<file path="config.mk">
export PLATFORM = sky130hd
export DESIGN_NAME = serial_feeder
export DESIGN_NICKNAME = d
export VERILOG_FILES = /design/src/rtl/serial_feeder.sv
export SDC_FILE = /design/constraint.sdc
export NUM_CORES = 1
export LEC_CHECK = 0
export BUFFER_PORTS_ARGS = -buffer_cell sky130_fd_sc_hd__buf_4
export CAP_MARGIN = 20
export CELL_PAD_IN_SITES_DETAIL_PLACEMENT = 0
export CELL_PAD_IN_SITES_GLOBAL_PLACEMENT = 1
export CORE_UTILIZATION = 39
export DETAILED_ROUTE_END_ITERATION = 6
export MAX_ROUTING_LAYER = met4
export PLACE_DENSITY = 0.75
export SLEW_MARGIN = 25
export SYNTH_ARGS = -nofsm -noshare
export SYNTH_HDL_FRONTEND = slang
export SYNTH_SLANG_ARGS = --single-unit
</file>
<file path="constraint.sdc">
create_clock -name clk -period 1.5 [get_ports clk]
set_input_delay 0.3 -clock clk [delete_from_list [all_inputs] [get_ports clk]]
set_output_delay 0.3 -clock clk [all_outputs]
set_load 0.01 [all_outputs]
</file>
<file path="src/rtl/serial_feeder.sv">
// serial_feeder: parallel-to-serial feeder for the sequence detector's single-bit input.
//   clk           in   system clock, rising edge
//   n_rst         in   asynchronous active-low reset
//   data_in       in   NUM_BITS-wide parallel word
//   data_valid    in   producer has a word on data_in
//   data_ready    out  feeder can take a word (holding register empty)
//   shift_en      in   pacing strobe, consumes one bit of the active word
//   serial_out    out  current serial bit (0 while idle)
//   serial_active out  a word is being shifted
//   word_done     out  one-cycle pulse after a word's last bit is consumed
module serial_feeder #(
    parameter int NUM_BITS  = 8,
    parameter bit MSB_FIRST = 1'b1
) (
    input  logic                clk,
    input  logic                n_rst,
    input  logic [NUM_BITS-1:0] data_in,
    input  logic                data_valid,
    output logic                data_ready,
    input  logic                shift_en,
    output logic                serial_out,
    output logic                serial_active,
    output logic                word_done
);
    localparam logic [0:0] S_IDLE  = 1'b0;
    localparam logic [0:0] S_SHIFT = 1'b1;
    localparam int CW = $clog2(NUM_BITS);
    localparam logic [CW-1:0] LAST = CW'(NUM_BITS - 1);

    logic [0:0]          r_state;
    logic [NUM_BITS-1:0] r_sr;
    logic [NUM_BITS-1:0] r_hr;
    logic [CW-1:0]       r_cnt;
    logic                r_hold_full;
    logic                r_word_done;
    logic                w_accept;
    logic                w_last;
    logic [NUM_BITS-1:0] w_shifted;

    assign w_accept  = data_valid && !r_hold_full;
    // Last bit of the active word is being consumed on this edge.
    assign w_last    = (r_state == S_SHIFT) && shift_en && (r_cnt == LAST);
    assign w_shifted = MSB_FIRST ? {r_sr[NUM_BITS-2:0], 1'b0} : {1'b0, r_sr[NUM_BITS-1:1]};

    assign data_ready    = !r_hold_full;
    assign serial_active = (r_state == S_SHIFT);
    assign serial_out    = (r_state == S_SHIFT) && (MSB_FIRST ? r_sr[NUM_BITS-1] : r_sr[0]);
    assign word_done     = r_word_done;

    always_ff @(posedge clk or negedge n_rst) begin
        if (!n_rst) begin
            r_state     <= S_IDLE;
            r_sr        <= '0;
            r_hr        <= '0;
            r_cnt       <= '0;
            r_hold_full <= 1'b0;
            r_word_done <= 1'b0;
        end else begin
            r_word_done <= w_last;
            if (r_state == S_IDLE) begin
                // Load straight into SR so the holding register is never full while idle.
                if (w_accept) begin
                    r_sr    <= data_in;
                    r_cnt   <= '0;
                    r_state <= S_SHIFT;
                end
            end else if (w_last) begin
                // Hand off with no gap: reserved word first, else a word arriving this edge.
                r_cnt <= '0;
                if (r_hold_full) begin
                    r_sr        <= r_hr;
                    r_hold_full <= 1'b0;
                end else if (w_accept) begin
                    r_sr <= data_in;
                end else begin
                    r_state <= S_IDLE;
                end
            end else begin
                if (shift_en) begin
                    r_sr  <= w_shifted;
                    r_cnt <= r_cnt + 1'b1;
                end
                if (w_accept) begin
                    r_hr        <= data_in;
                    r_hold_full <= 1'b1;
                end
            end
        end
    end
endmodule

</file>
==> results.tsv, run 1 <==
metric	value	unit
fin crit share	0.966	
share of cells above drive strength 1	0.367	
Starting DRT DRC Count	8	
Max Clock Freq	690	MHz
top cell type's share of synthesized area	0.456	
max_slew headroom	0.802	
final worst slack	50.6	ps
Warnings, synthesis	0	
WS Path Type	register to register	
Mapped Cells	114	
Root Driver	clkbuf_4	
Placed Instances	163	
RD Place Congestion	0.769	
clock tree sinks	22	
Final setup viols	0	
CP max stage delay	410	ps
TritonCTS buffer count	3	
area leader, netlist	dfrtp_1	
Crit Path Max Fanout	8	
final net count	154	
Core ar.	2850	µm²
first-pass GRT wire length	4190	µm
ant diodes	0	
Setup Total Neg Slack	0	ps
post-DR wirelength/cell	14.7	µm
worst slew pin tran	296	ps
Final Hold Vio Count	0	
Worst Path Arrival	1660	ps
DRC	2	
ranking of synthesized cells by area	dfrtp_1 (46%), mux2_2 (8.4%), mux2i_1 (7.5%)	
Synth cell types	29	
Worst setup EP type	register	
via count	908	
Area Growth Syn to Fin	23.3	%
worst path buffer plus inverter count	0	
antenna violations before repair	0	
Die Width	57.6	µm
P_leak	0.000692	µW
Post-Route WL	2510	µm
Setup WS pre-CTS	-62.1	ps
vias in the first global route	910	
syn_area_per_cell	10.6	µm²
peak supply drop	0.699	mV
dpl hpwl	1800	µm
failing checks	DRC	
overflow left after global routing	0	
largest net degree at the start of global routing	23	
via/cell ratio	5.34	
sequential-to-total area share from yosys stat	0.456	
unrepaired setup endpoints after global routing	yes	
CP required	1710	ps
cell area after synthesis	1210	µm²
Initial Util	0.423	
Std-Cell Rows	19	
post-layout instance count excluding filler cells	170	
total track usage	0.174	
Worst-path clk slew	130	ps
depth of the CTS H-tree	1	
die extent in y	57.6	µm
outcome	finished, violations left	
Final Skew	4.23	ps
Tmin final	1450	ps
CTS tree	done	
slowest CP cell	dfrtp_1	
Max-Cap Viols	0	
register bit total from synthesis	22	
syn nets	128	
DRT antenna net count	0	
cell family with most CP delay	flip-flops	
final slew viol count	0	
Final Core Density	0.521	
Hold Path Class	primary input to register	
Worst setup SP type	register	
IO Count	16	
I/O Buffers	15	
Die Area	3320	µm²
critical path cell sequence	ha_2 > ha_4 > nand2_2 > nand3_4 > mux2_2	
First-pass DRT Iterations	6	
clock buffer depth	2	
clk_lat worst skew	310	ps
power density cells	1420	nW/µm²
cells in the mapped netlist:
cell type  count
and3_1         1
mux2_2         9
and2_1         1
nand3_4        1
o221ai_1       1
clkbuf_2       1
o221a_2        1
a21oi_1        1
o211ai_1       7
nor2b_2        1
or2_2          1
nand2_1       14
nand2b_1       2
buf_1          1
nor2_1         2
clkbuf_1       3
and4_1         1
nor2b_1        7
inv_1          2
dfrtp_1       22
and3b_1        8
and2b_1        1
ha_1           2
o21ai_0       10
o21a_1         1
buf_6          1
buf_2          2
or2b_1         1
mux2i_1        9
per-stage QoR:
stage	hold slack (ps)	total power, µW	cell area, µm²
finish	220	2110	1490
global placement	208	1690	1400
CTS	211	2070	1450
floorplan	4.41	1440	1210
global route	221	2260	1490
detailed placement	210	1720	1400
flip-flops by register name, indices dropped and copies added, names as in the netlist:
| register | cells |
|---|---|
| r_hr | 8 |
| r_sr | 8 |
| r_cnt | 3 |
| r_hold_full | 1 |
| serial_active | 1 |
| word_done | 1 |
routing by layer:
metal | wire (µm) | vias to the layer above | global-route usage
met2 | 1240 | 13 | 0.277
met3 | 66 | 6 | 0.0201
li1 | - | 449 | -
met5 | 0 | - | -
met1 | 1150 | 440 | 0.227
met4 | 53 | 0 | 0.0732
cell type report:
cell class,count,area [µm²]
inverters,2,7.51
flip-flops and latches,22,552
repair buffers,29,220
fillers,281,1370
clock buffers,4,36.3
multi-input cells,82,633
well taps,31,38.8
path summary, 6_finish.rpt:
kind                                 start             to  slack [ps]  cells past startpoint
worst max-delay path              r_cnt[0]        r_hr[1]          50                      5
worst min-delay path            data_in[7]        r_hr[7]         220                      2
worst max register to register    r_cnt[0]        r_hr[1]          50                      5
worst min register to register     r_hr[0]        r_sr[0]         520                      2
max in group asynchronous            n_rst  serial_active         850                      2
min in group asynchronous            n_rst      word_done         400                      2
cell usage in the layout, fill, tap and decap left out, types with 2 or more instances in the layout:
master	n
and3b_1	8
buf_4	28
clkbuf_4	3
dfrtp_1	21
inv_1	2
mux2_2	9
mux2i_1	9
nand2_1	13
nand2b_1	2
nor2_1	2
nor2b_1	7
o211ai_1	7
o21ai_0	5
o21ai_1	5
timing repair:
| action | CTS | global route |
|---|---|---|
| pin swaps | 0 | 1 |
| hold buffers | 1 | 0 |
| setup buffers | 0 | 2 |
| setup endpoints to repair | 17 | 19 |
| endpoints found under the hold margin | 22 | 0 |
| gates resized for setup | 4 | 9 |
logic make-up after synthesis:
| group | after synthesis | synth area share |
|---|---|---|
| multiplexers | 18 | 0.159 |
| AND/OR/NAND/NOR | 41 | 0.212 |
| AO/OA/AOI/OAI | 21 | 0.112 |
| adder cells (fa/ha/maj) | 2 | 0.0207 |
| buffers and inverters | 10 | 0.0405 |
| flip-flops | 22 | 0.456 |
power breakdown:
part	total [µW]	internal, µW	switching [µW]
combinational	816	479	337
sequential	954	809	145
clock	337	148	189
Note: power is estimated with default switching activity, not from simulation.
==> run 2: changes to the inputs <==
--- a/config.mk
+++ b/config.mk
@@ -6,10 +6,11 @@
 export NUM_CORES = 1
 export LEC_CHECK = 0
 export BUFFER_PORTS_ARGS = -buffer_cell sky130_fd_sc_hd__buf_4
-export CAP_MARGIN = 20
-export CELL_PAD_IN_SITES_DETAIL_PLACEMENT = 0
-export CELL_PAD_IN_SITES_GLOBAL_PLACEMENT = 1
-export CORE_UTILIZATION = 39
+export CAP_MARGIN = 5
+export CELL_PAD_IN_SITES_DETAIL_PLACEMENT = 1
+export CELL_PAD_IN_SITES_GLOBAL_PLACEMENT = 2
+export CORE_ASPECT_RATIO = 0.5
+export CORE_UTILIZATION = 32
 export DETAILED_ROUTE_END_ITERATION = 6
 export MAX_ROUTING_LAYER = met4
 export PLACE_DENSITY = 0.75
==> run 2 against run 1 <==
Compared with the run above:
- the flow now finishes without violations
- clock power rose by 32%
- global-route usage rose by 0.72 points
- flip-flop and latch count did not move
- die area rose by 22%
- clock-buffer cell count did not move
- critical path depth did not move
- utilization fell by 7.6 points
- via count rose by 0.77%
- non-clock buffer count fell by 2
- worst setup slack got worse by 28 ps
- hold slack improved by 44 ps
- largest cell class unchanged
- largest power group unchanged
==> results.tsv, run 2 (synthesis results as in run 1) <==
metric	value	unit
CP required	1660	ps
Max-Cap Viols	0	
power density cells	1460	nW/µm²
Tmin final	1480	ps
final slew viol count	0	
FF-to-FF End	r_hr[2]	
clk_lat worst skew	270	ps
FF+latch area	552	µm²
worst slew pin tran	289	ps
share of cells above drive strength 1	0.372	
via/cell ratio	4.87	
Setup WS pre-CTS	-61.0	ps
clock buffer depth	2	
max_slew headroom	0.807	
most common cell after layout, fill and taps aside	buf_4	
CTS tree	done	
RD Place Congestion	0.699	
Setup Total Neg Slack	0	ps
Post-Route WL	2940	µm
DRT antenna net count	0	
WS Path Type	register to register	
depth of the CTS H-tree	1	
Die Width	88.8	µm
overflow left after global routing	0	
vias in the first global route	956	
Root Driver	clkbuf_8	
die extent in y	45.4	µm
Std-Cell Rows	15	
final worst slack	22.3	ps
Final Hold Vio Count	0	
via count	915	
First-pass DRT Iterations	4	
total track usage	0.182	
unrepaired setup endpoints after global routing	yes	
IO Count	16	
antenna violations before repair	0	
crit path to	r_hr[2]	
Crit Path Max Fanout	8	
outcome	finished clean	
final net count	152	
most frequent cells in the layout	buf_4 (23), dfrtp_1 (21), nand2_1 (13)	
Die Area	4030	µm²
DRC	0	
Max Clock Freq	677	MHz
Worst Path Arrival	1640	ps
clock tree sinks	22	
peak supply drop	0.440	mV
TritonCTS buffer count	3	
Worst setup SP type	register	
post-DR wirelength/cell	15.6	µm
Worst-path clk slew	80	ps
P_leak	0.000718	µW
Area Growth Syn to Fin	29.7	%
Core ar.	3510	µm²
I/O Buffers	15	
Initial Util	0.344	
footprint of the multi-input gates	652	µm²
Reg2Reg Depth	5	
filler instances	393	
Hold Path Class	primary input to register	
Hold Path Depth	2	
first-pass GRT wire length	5010	µm
crit path from	r_cnt[0]	
largest net degree at the start of global routing	23	
worst reg-to-reg setup slack	20	ps
largest registers	r_hr (8), r_sr (8), r_cnt (3)	
ant diodes	0	
fin crit share	0.985	
Starting DRT DRC Count	17	
Worst setup EP type	register	
R2R Path Start	r_cnt[0]	
Final setup viols	0	
Final Skew	6.53	ps
dpl hpwl	2060	µm
Hold Crit Start	data_in[1]	
==> run 2: cell count changes in the layout (fill, tap and decap cells not counted), moves of 2 or more <==
cell / previous run / this run
clkbuf_4: 3 / 0
buf_4: 28 / 23
clkbuf_8: 1 / 4
buf_12: 0 / 2
==> run 2: area by class of cell <==
class,instances,share of cell area
tap,51,0.0408
clock buffer,4,0.0352
inverter,2,0.00480
timing repair buffer,27,0.150
sequential,22,0.353
multi-input combinational,82,0.417
==> run 2: stage by stage <==
stage / cell area [µm²] / std cells / hold WS (ps) / util / total power (µW)
after floorplan: 1210 / 114 / 4.41 / - / 1440
after global placement: 1440 / 182 / 215 / 0.411 / 1720
after detailed placement: 1440 / 182 / 209 / 0.411 / 1760
after CTS: 1530 / 187 / 261 / 0.436 / 2260
after global routing: 1560 / 188 / 264 / 0.446 / 2460
final: 1560 / 188 / 264 / 0.446 / 2280
==> run 2: what timing repair did <==
action | 4_1_cts | 5_1_grt
resized for setup | 7 | 12
endpoints found under the setup margin | 18 | 18
pin swaps | 0 | 6
endpoints found under the hold margin | 22 | 0
hold buffers | 1 | 0
buffers inserted | 0 | 1
==> run 2: where the power goes <==
part	total [µW]	switching (µW)	leakage [µW]	internal [µW]
sequential	947	137	0.000276	811
clock	444	209	0.0000288	235
combinational	893	382	0.000413	510
==> run 2: worst max-delay path, cell delays in order (launching register included) <==
cell     delay [ps]
dfrtp_1         410
ha_2            200
ha_4            180
nand2_4          80
nand3_4         150
mux2_4          340
==> run 2: worst min-delay path by stage <==
stage	end	slack, ps
2_1_floorplan	r_cnt[0]	4
3_3_place_gp	r_hr[5]	220
3_5_place_dp	r_sr[5]	210
4_1_cts	r_hr[0]	260
5_1_grt	r_hr[1]	260
6_report	r_hr[1]	260
==> run 2: per-layer routing <==
metal | part of all wire | GRT usage
met3 | 0.030 | 0.0380
met4 | 0.014 | 0.0484
met1 | 0.51 | 0.241
met2 | 0.44 | 0.288
met5 | 0 | -
